File: src/rtl/pin_reset_sequencer.sv
// rtl/pin_reset_sequencer.sv - pin motor reset sequencer with bounded retries and fault latch
//
// Purpose: on start, drives the pin motor for PULL_CYCLES, waits SETTLE_CYCLES
// with the motor off, then checks all three pin sensors. Any pin down retries the
// pull up to MAX_RETRY extra times before latching FAULT until clear.
// Optional feature: define PIN_SYNC_EN to pass pin_state through a two-flop
// synchronizer before the check uses it.
//
// Ports:
//   clk        in   system clock, rising edge
//   rst        in   asynchronous active-high reset
//   start      in   request a pin reset (sampled in IDLE only)
//   clear      in   acknowledge a fault (sampled in FAULT only)
//   pin_state  in   [2:0] per-pin sensor, 1 = pin standing
//   motor_en   out  pin motor drive, high in PULL
//   record_en  out  score recording permitted, high in IDLE
//   busy       out  high in PULL, SETTLE, CHECK
//   done       out  one-cycle pulse after a successful check
//   fault      out  high in FAULT
//   retry_cnt  out  [1:0] retries used in the current sequence
module pin_reset_sequencer #(
   parameter int PULL_CYCLES   = 160000000,
   parameter int SETTLE_CYCLES = 300000000,
   parameter int MAX_RETRY     = 2
) (
   input  logic       clk,
   input  logic       rst,
   input  logic       start,
   input  logic       clear,
   input  logic [2:0] pin_state,
   output logic       motor_en,
   output logic       record_en,
   output logic       busy,
   output logic       done,
   output logic       fault,
   output logic [1:0] retry_cnt
);

   typedef enum logic [2:0] {
      IDLE   = 3'd0,
      PULL   = 3'd1,
      SETTLE = 3'd2,
      CHECK  = 3'd3,
      FAULT  = 3'd4
   } state_t;

   localparam logic [31:0] PULL_LAST   = 32'(PULL_CYCLES - 1);
   localparam logic [31:0] SETTLE_LAST = 32'(SETTLE_CYCLES - 1);
   localparam logic [1:0]  RETRY_MAX   = 2'(MAX_RETRY);

   state_t      state;
   state_t      state_nxt;
   logic [31:0] cnt;
   logic [31:0] cnt_nxt;
   logic [1:0]  retry_nxt;
   logic        done_nxt;
   logic [2:0]  pins_chk;

`ifdef PIN_SYNC_EN
   logic [2:0] pin_meta;
   logic [2:0] pin_sync;

   always_ff @(posedge clk or posedge rst) begin
      if (rst) begin
         pin_meta <= 3'b000;
         pin_sync <= 3'b000;
      end else begin
         pin_meta <= pin_state;
         pin_sync <= pin_meta;
      end
   end

   assign pins_chk = pin_sync;
`else
   assign pins_chk = pin_state;
`endif

   always_ff @(posedge clk or posedge rst) begin
      if (rst) begin
         state     <= IDLE;
         cnt       <= 32'd0;
         retry_cnt <= 2'd0;
         done      <= 1'b0;
      end else begin
         state     <= state_nxt;
         cnt       <= cnt_nxt;
         retry_cnt <= retry_nxt;
         done      <= done_nxt;
      end
   end

   always_comb begin
      state_nxt = state;
      retry_nxt = retry_cnt;
      done_nxt  = 1'b0;
      cnt_nxt   = 32'd0;

      case (state)
         IDLE: begin
            if (start) begin
               state_nxt = PULL;
               retry_nxt = 2'd0;
            end
         end
         PULL: begin
            if (cnt == PULL_LAST) state_nxt = SETTLE;
         end
         SETTLE: begin
            if (cnt == SETTLE_LAST) state_nxt = CHECK;
         end
         CHECK: begin
            if (pins_chk == 3'b111) begin
               state_nxt = IDLE;
               done_nxt  = 1'b1;
            end else if (retry_cnt < RETRY_MAX) begin
               state_nxt = PULL;
               retry_nxt = retry_cnt + 2'd1;
            end else begin
               state_nxt = FAULT;
            end
         end
         FAULT: begin
            // start is deliberately not looked at here, even alongside clear
            if (clear) begin
               state_nxt = IDLE;
               retry_nxt = 2'd0;
            end
         end
         default: state_nxt = IDLE;
      endcase

      // Counter restarts from zero on every state entry, including CHECK -> PULL.
      if (state_nxt != state) begin
         cnt_nxt = 32'd0;
      end else if (state == PULL || state == SETTLE) begin
         cnt_nxt = cnt + 32'd1;
      end
   end

   // Decoded from the state register only; async reset drops motor_en at once.
   assign motor_en  = (state == PULL);
   assign record_en = (state == IDLE);
   assign busy      = (state == PULL) || (state == SETTLE) || (state == CHECK);
   assign fault     = (state == FAULT);

endmodule
File: config.mk
export PLATFORM = sky130hd
export DESIGN_NAME = pin_reset_sequencer
export DESIGN_NICKNAME = d
export VERILOG_FILES = /design/src/rtl/pin_reset_sequencer.sv
export SDC_FILE = /design/constraint.sdc
export NUM_CORES = 1
export LEC_CHECK = 0
export ABC_CLOCK_PERIOD_IN_PS = 1990
export BUFFER_PORTS_ARGS = -buffer_cell sky130_fd_sc_hd__buf_2
export CAP_MARGIN = 20
export CORE_MARGIN = 5
export CORE_UTILIZATION = 59
export DETAILED_ROUTE_END_ITERATION = 12
export GPL_TIMING_DRIVEN = 0
export HOLD_SLACK_MARGIN = 0.05
export PLACE_DENSITY_LB_ADDON = 0.12
export RECOVER_POWER = 100
export SYNTH_ARGS = -nofsm -noshare
export SYNTH_HDL_FRONTEND = slang
export SYNTH_SLANG_ARGS = --single-unit
File: constraint.sdc
create_clock -name clk -period 1.99 [get_ports clk]
set_input_delay 0.398 -clock clk [delete_from_list [all_inputs] [get_ports clk]]
set_output_delay 0.398 -clock clk [all_outputs]
set_load 0.01 [all_outputs]
### Word-level counts from Yosys, hierarchy flattened

Index checks and enable logic that the tools add are counted.

* register bits after elaboration: 38
* input port bits: 7
* output and inout bits: 7
* logic and storage cells: 40

* add/sub/neg operators: 2
* $lt $le $gt $ge: 1
* equality and inequality tests: 12
* muxes and demuxes: 16
* reductions and logical operators: 5

Operators with widths (number)
* $mux 32: 2
* $add 32x1->32 const B: 1
* $eq 32x28->1 const B: 1
* $eq 32x29->1 const B: 1
* $mux 3: 6
* $pmux 3 s5: 1
* $mux 2: 4
* $ne 2x2->1 const B: 4
* $eq 3x2->1 const B: 2
* $eq 3x3->1 const B: 2
* $pmux 2 s3: 1
* $reduce_and 5->1: 1
* $eq 3x1->1 const B: 1
* $logic_not 3->1: 1
* $ne 3x3->1: 1
* $reduce_bool 3->1: 1
* $add 2x1->2 const B: 1
* $logic_or 1x1->1: 2
* $lt 2x2->1 const B: 1
* $mux 1: 2

### Logic depth before layout (Yosys ltp)

* word-level depth: 6
* depth in mapped cells: 7
* gate-level depth less buffers: 6

### Worst setup path before layout

No wires, ideal clock.

* kind: reg2reg
* start: reg cnt[0]
* end: reg cnt[15]
* library setup time: 0.118 ns
* arrival time: 1.565 ns
* required time: 1.872 ns
* slack: 0.307 ns
* stages on the path, launching flop included: 8
* path buffers: 1
* period minus slack after synthesis: 1.683 ns
* cell sequence: dfrtp_1 -> ha_1 -> nand3_2 -> nor2_8 -> nand4_4 -> o21ai_2 -> buf_4 -> nor2_1

* word-level cells in the longest chain between the ends: 5
* elaborated cells on any way between the ends: 9
* those cells by class: 1 x add/sub; 3 x eq/ne; 5 x mux

RTL lines
* start, declared: RTL line 53 `logic [31:0] cnt;`
* start signal, assigned: RTL line 86 `cnt <= cnt_nxt;`
* branches (longest 4 deep; another with $add 32x1->32)
* $mux 32 (*): RTL line 133 `if (state_nxt != state) begin`
* named net cnt_nxt[15]: RTL line 54 `logic [31:0] cnt_nxt;`

Mark *: on every way through the listed nets, which the timed path passes.
A chain may end at the register's enable or synchronous reset.

### Worst setup path in the final report

* start: reg cnt[15]
* end: reg cnt[22]

The elaborated chain is that of the path after synthesis.

==> qor.csv <==
metric,value,unit
synth_area,2038,sq um
floorplan.io_pins,14,
drive_gt1_share,14.41,%
multi_input_area,1070,sq um
cap_violations,0,
fin_nets,236,
pre_cts_slack,21.55,ps
cp_slowest_cell,dfrtp_1,
die_h,68.78,um
wl,4161,um
synth_nets,214,
cts.sinks,38,
finalWeightedCongestion,0.8750,
h-tree-depth,2,
synthAdderAreaFrac,0.6139,%
drt_iter0_markers,120,
fmax,0.5312,GHz
timing.critical_path.cells,"nor4bb_2, nand3_1, o21a_1, o21ai_4, buf_4, nor2_1",
row_count,21,
vias_per_cell,5.589,
final_cells,275,
syn_area_per_cell,9.894,sq um
fin_crit_sh,94.59,%
wl_per_cell,15.13,um
worst_setup_path_end_kind,flip-flop,
powerDensity,660.6,nW/um^2
dr.pass1.iters,4,
grt_pass1_vias,1590,
max_stage_delay,470,ps
hold_buffers,0,
yosysTopAreaCell,dfrtp_1,
clock-skew-final,5.894,ps
start_util,61.08,%
cts_made_buffers,5,
yosys-top-cells-area,"dfrtp_1, xor2_1, nor2_1, nand3_1, xnor2_1",
synth-seq-cells,38,
relSlewSlack,31.80,%
synth_compound_area_share,4.481,%
antenna_found_initial,0,
finalMaxSlewViolations,0,
criticalPathCategory,flip-flop to flip-flop,
worstPathRequired,2220,ps
drc,0,
fp.dieW,68.78,um
final_cell_mix,"nor2_1, dfrtp_1, xor2_1",
synth_top_area_share,46.65,%
postSynthCellCount,206,
nFillCells,283,
grt_overflow,0,
synth_simple_gate_area_share,33.21,%
syn2layout_area_growth,10.37,%
p_leak,1.055,nW
clockBufferDepth,2,
place_inst,266,
synthXorXnorAreaFrac,12.03,%
clkLatencyLatePin,340,ps
min_period,1882,ps
fin_ws,107.6,ps
regArea,950.9,sq um
worst_pin_slew,1023,ps
cts_root_buffer,clkbuf_4,
grt_pass1_wl,7224,um
detail-route-antenna-nets,0,
critPathMaxFanout,10,
critPathLaunchType,flip-flop,
yosys.cell_types.count,40,
cts_tree,yes,
io_buffers,13,
ys_seq_area_share,46.65,%
dieArea,4730,sq um
status,"finished, final reports clean",
cts.clk_slew.worst_paths,110,ps
ir_drop,0.6890,mV
hold_class,primary input to async pin,
arrival,2110,ps
final_common_cell,nor2_1,
dp_hpwl,3134,um
antenna_cells,0,
synth_mux_area_share,1.044,%
core-area,3337,sq um
setup_violations,0,
grt_usage,20.73,%
grt_max_degree,21,
vias,1537,
synth_top_family_by_area,simple AND/OR/NAND/NOR gates,
hold_viol,0,
yosys_warnings,0,
[synth_stat cells, drive strengths merged]
library cell / number
nor2: 40
dfrtp: 38
nand3: 19
xor2: 19
nand2: 13
nand4: 13
xnor2: 9
nor4: 6
and3: 5
inv: 5
o21ai: 5
a21oi: 4
nor2b: 3
nor3: 3
buf: 2
clkbuf: 2
nand2b: 2
nor4b: 2
nor4bb: 2
or3: 2
a21o: 1
and2: 1
and4bb: 1
ha: 1
mux2: 1
mux2i: 1
nand3b: 1
nor3b: 1
o211ai: 1
o21a: 1
o21bai: 1
o31ai: 1
[final timing paths]
check | start | to | slack (ps) | depth (start not counted)
max | cnt[15]$_DFF_PP0_ | cnt[22]$_DFF_PP0_ | 110 | 6
min | rst | cnt[17]$_DFF_PP0_ | 160 | 2
max reg2reg | cnt[15]$_DFF_PP0_ | cnt[22]$_DFF_PP0_ | 110 | 6
min reg2reg | cnt[0]$_DFF_PP0_ | cnt[0]$_DFF_PP0_ | 490 | 1
max in group asynchronous | rst | cnt[30]$_DFF_PP0_ | 460 | 3
min in group clk | clear | state[2]$_DFF_PP0_ | 260 | 2
[final cells by class]
| cell class | count | area share (%) |
|---|---|---|
| buffer | 4 | 0.9455 |
| clock buffer | 7 | 2.447 |
| clock inverter | 1 | 0.2225 |
| inverter | 5 | 0.8343 |
| multi-input combinational | 159 | 47.55 |
| sequential | 38 | 42.27 |
| tap | 46 | 2.558 |
| timing repair buffer | 15 | 3.170 |
[power breakdown]
part / total (mW) / internal, mW / switching (mW)
sequential: 0.881 / 0.822 / 0.0585
combinational: 0.195 / 0.0776 / 0.118
clock: 0.410 / 0.171 / 0.239
total: 1.49 / 1.07 / 0.415
[timing repair]
action,CTS,global route
buffers inserted,0,1
resized for setup,0,3
endpoints found under the setup margin,0,15
[layer usage]
layer	routed length (um)	vias to the layer above	global-route usage [%]	share of wire, %
li1	-	757	-	-
met3	218	10	5.024	5.2
met4	70	0	8.029	1.7
met1	1860	738	26.92	45
met5	0	-	0	0
met2	2013	32	33.37	48
[critical path: cells and delay by family, from the launching register on]
kind	cells	cell delay, ps
flops	1	470
simple gates	3	620
compound gates	2	460
buf+inv	1	210
[flip-flops by register name, summed over array words and instances, names as in the netlist]
register	flops
cnt	32
state	3
retry_cnt	2
done	1
[metrics by stage]
| step | utilization [%] | TNS (ps) | power, mW | instance area (sq um) | hold slack [ps] |
|---|---|---|---|---|---|
| after global routing | 67.42 | -68.56 | 1.568 | 2250 | 228.1 |
| after CTS | 67.38 | 0 | 1.503 | 2248 | 228.5 |
| after detailed placement | 65.58 | 0 | 1.096 | 2188 | 478.5 |
| after global placement | 64.75 | 0 | 1.068 | 2161 | 465.9 |
| final | 67.42 | 0 | 1.486 | 2250 | 159.9 |
| after floorplan | - | 0 | 1.029 | 2038 | 451.4 |
[cells by family (layout without fill, tap and decap cells)]
logic type                 after synthesis  count (layout)
AOI/OAI and AO/OA                       14              14
xor gates and xnor gates                28              28
adders and majority gates                1               1
buffers and inverters                    9              32
DFF                                     38              38
muxes                                    2               2
and+or+nand+nor                        114             114
No activity file was read; power rests on OpenSTA's default activity.
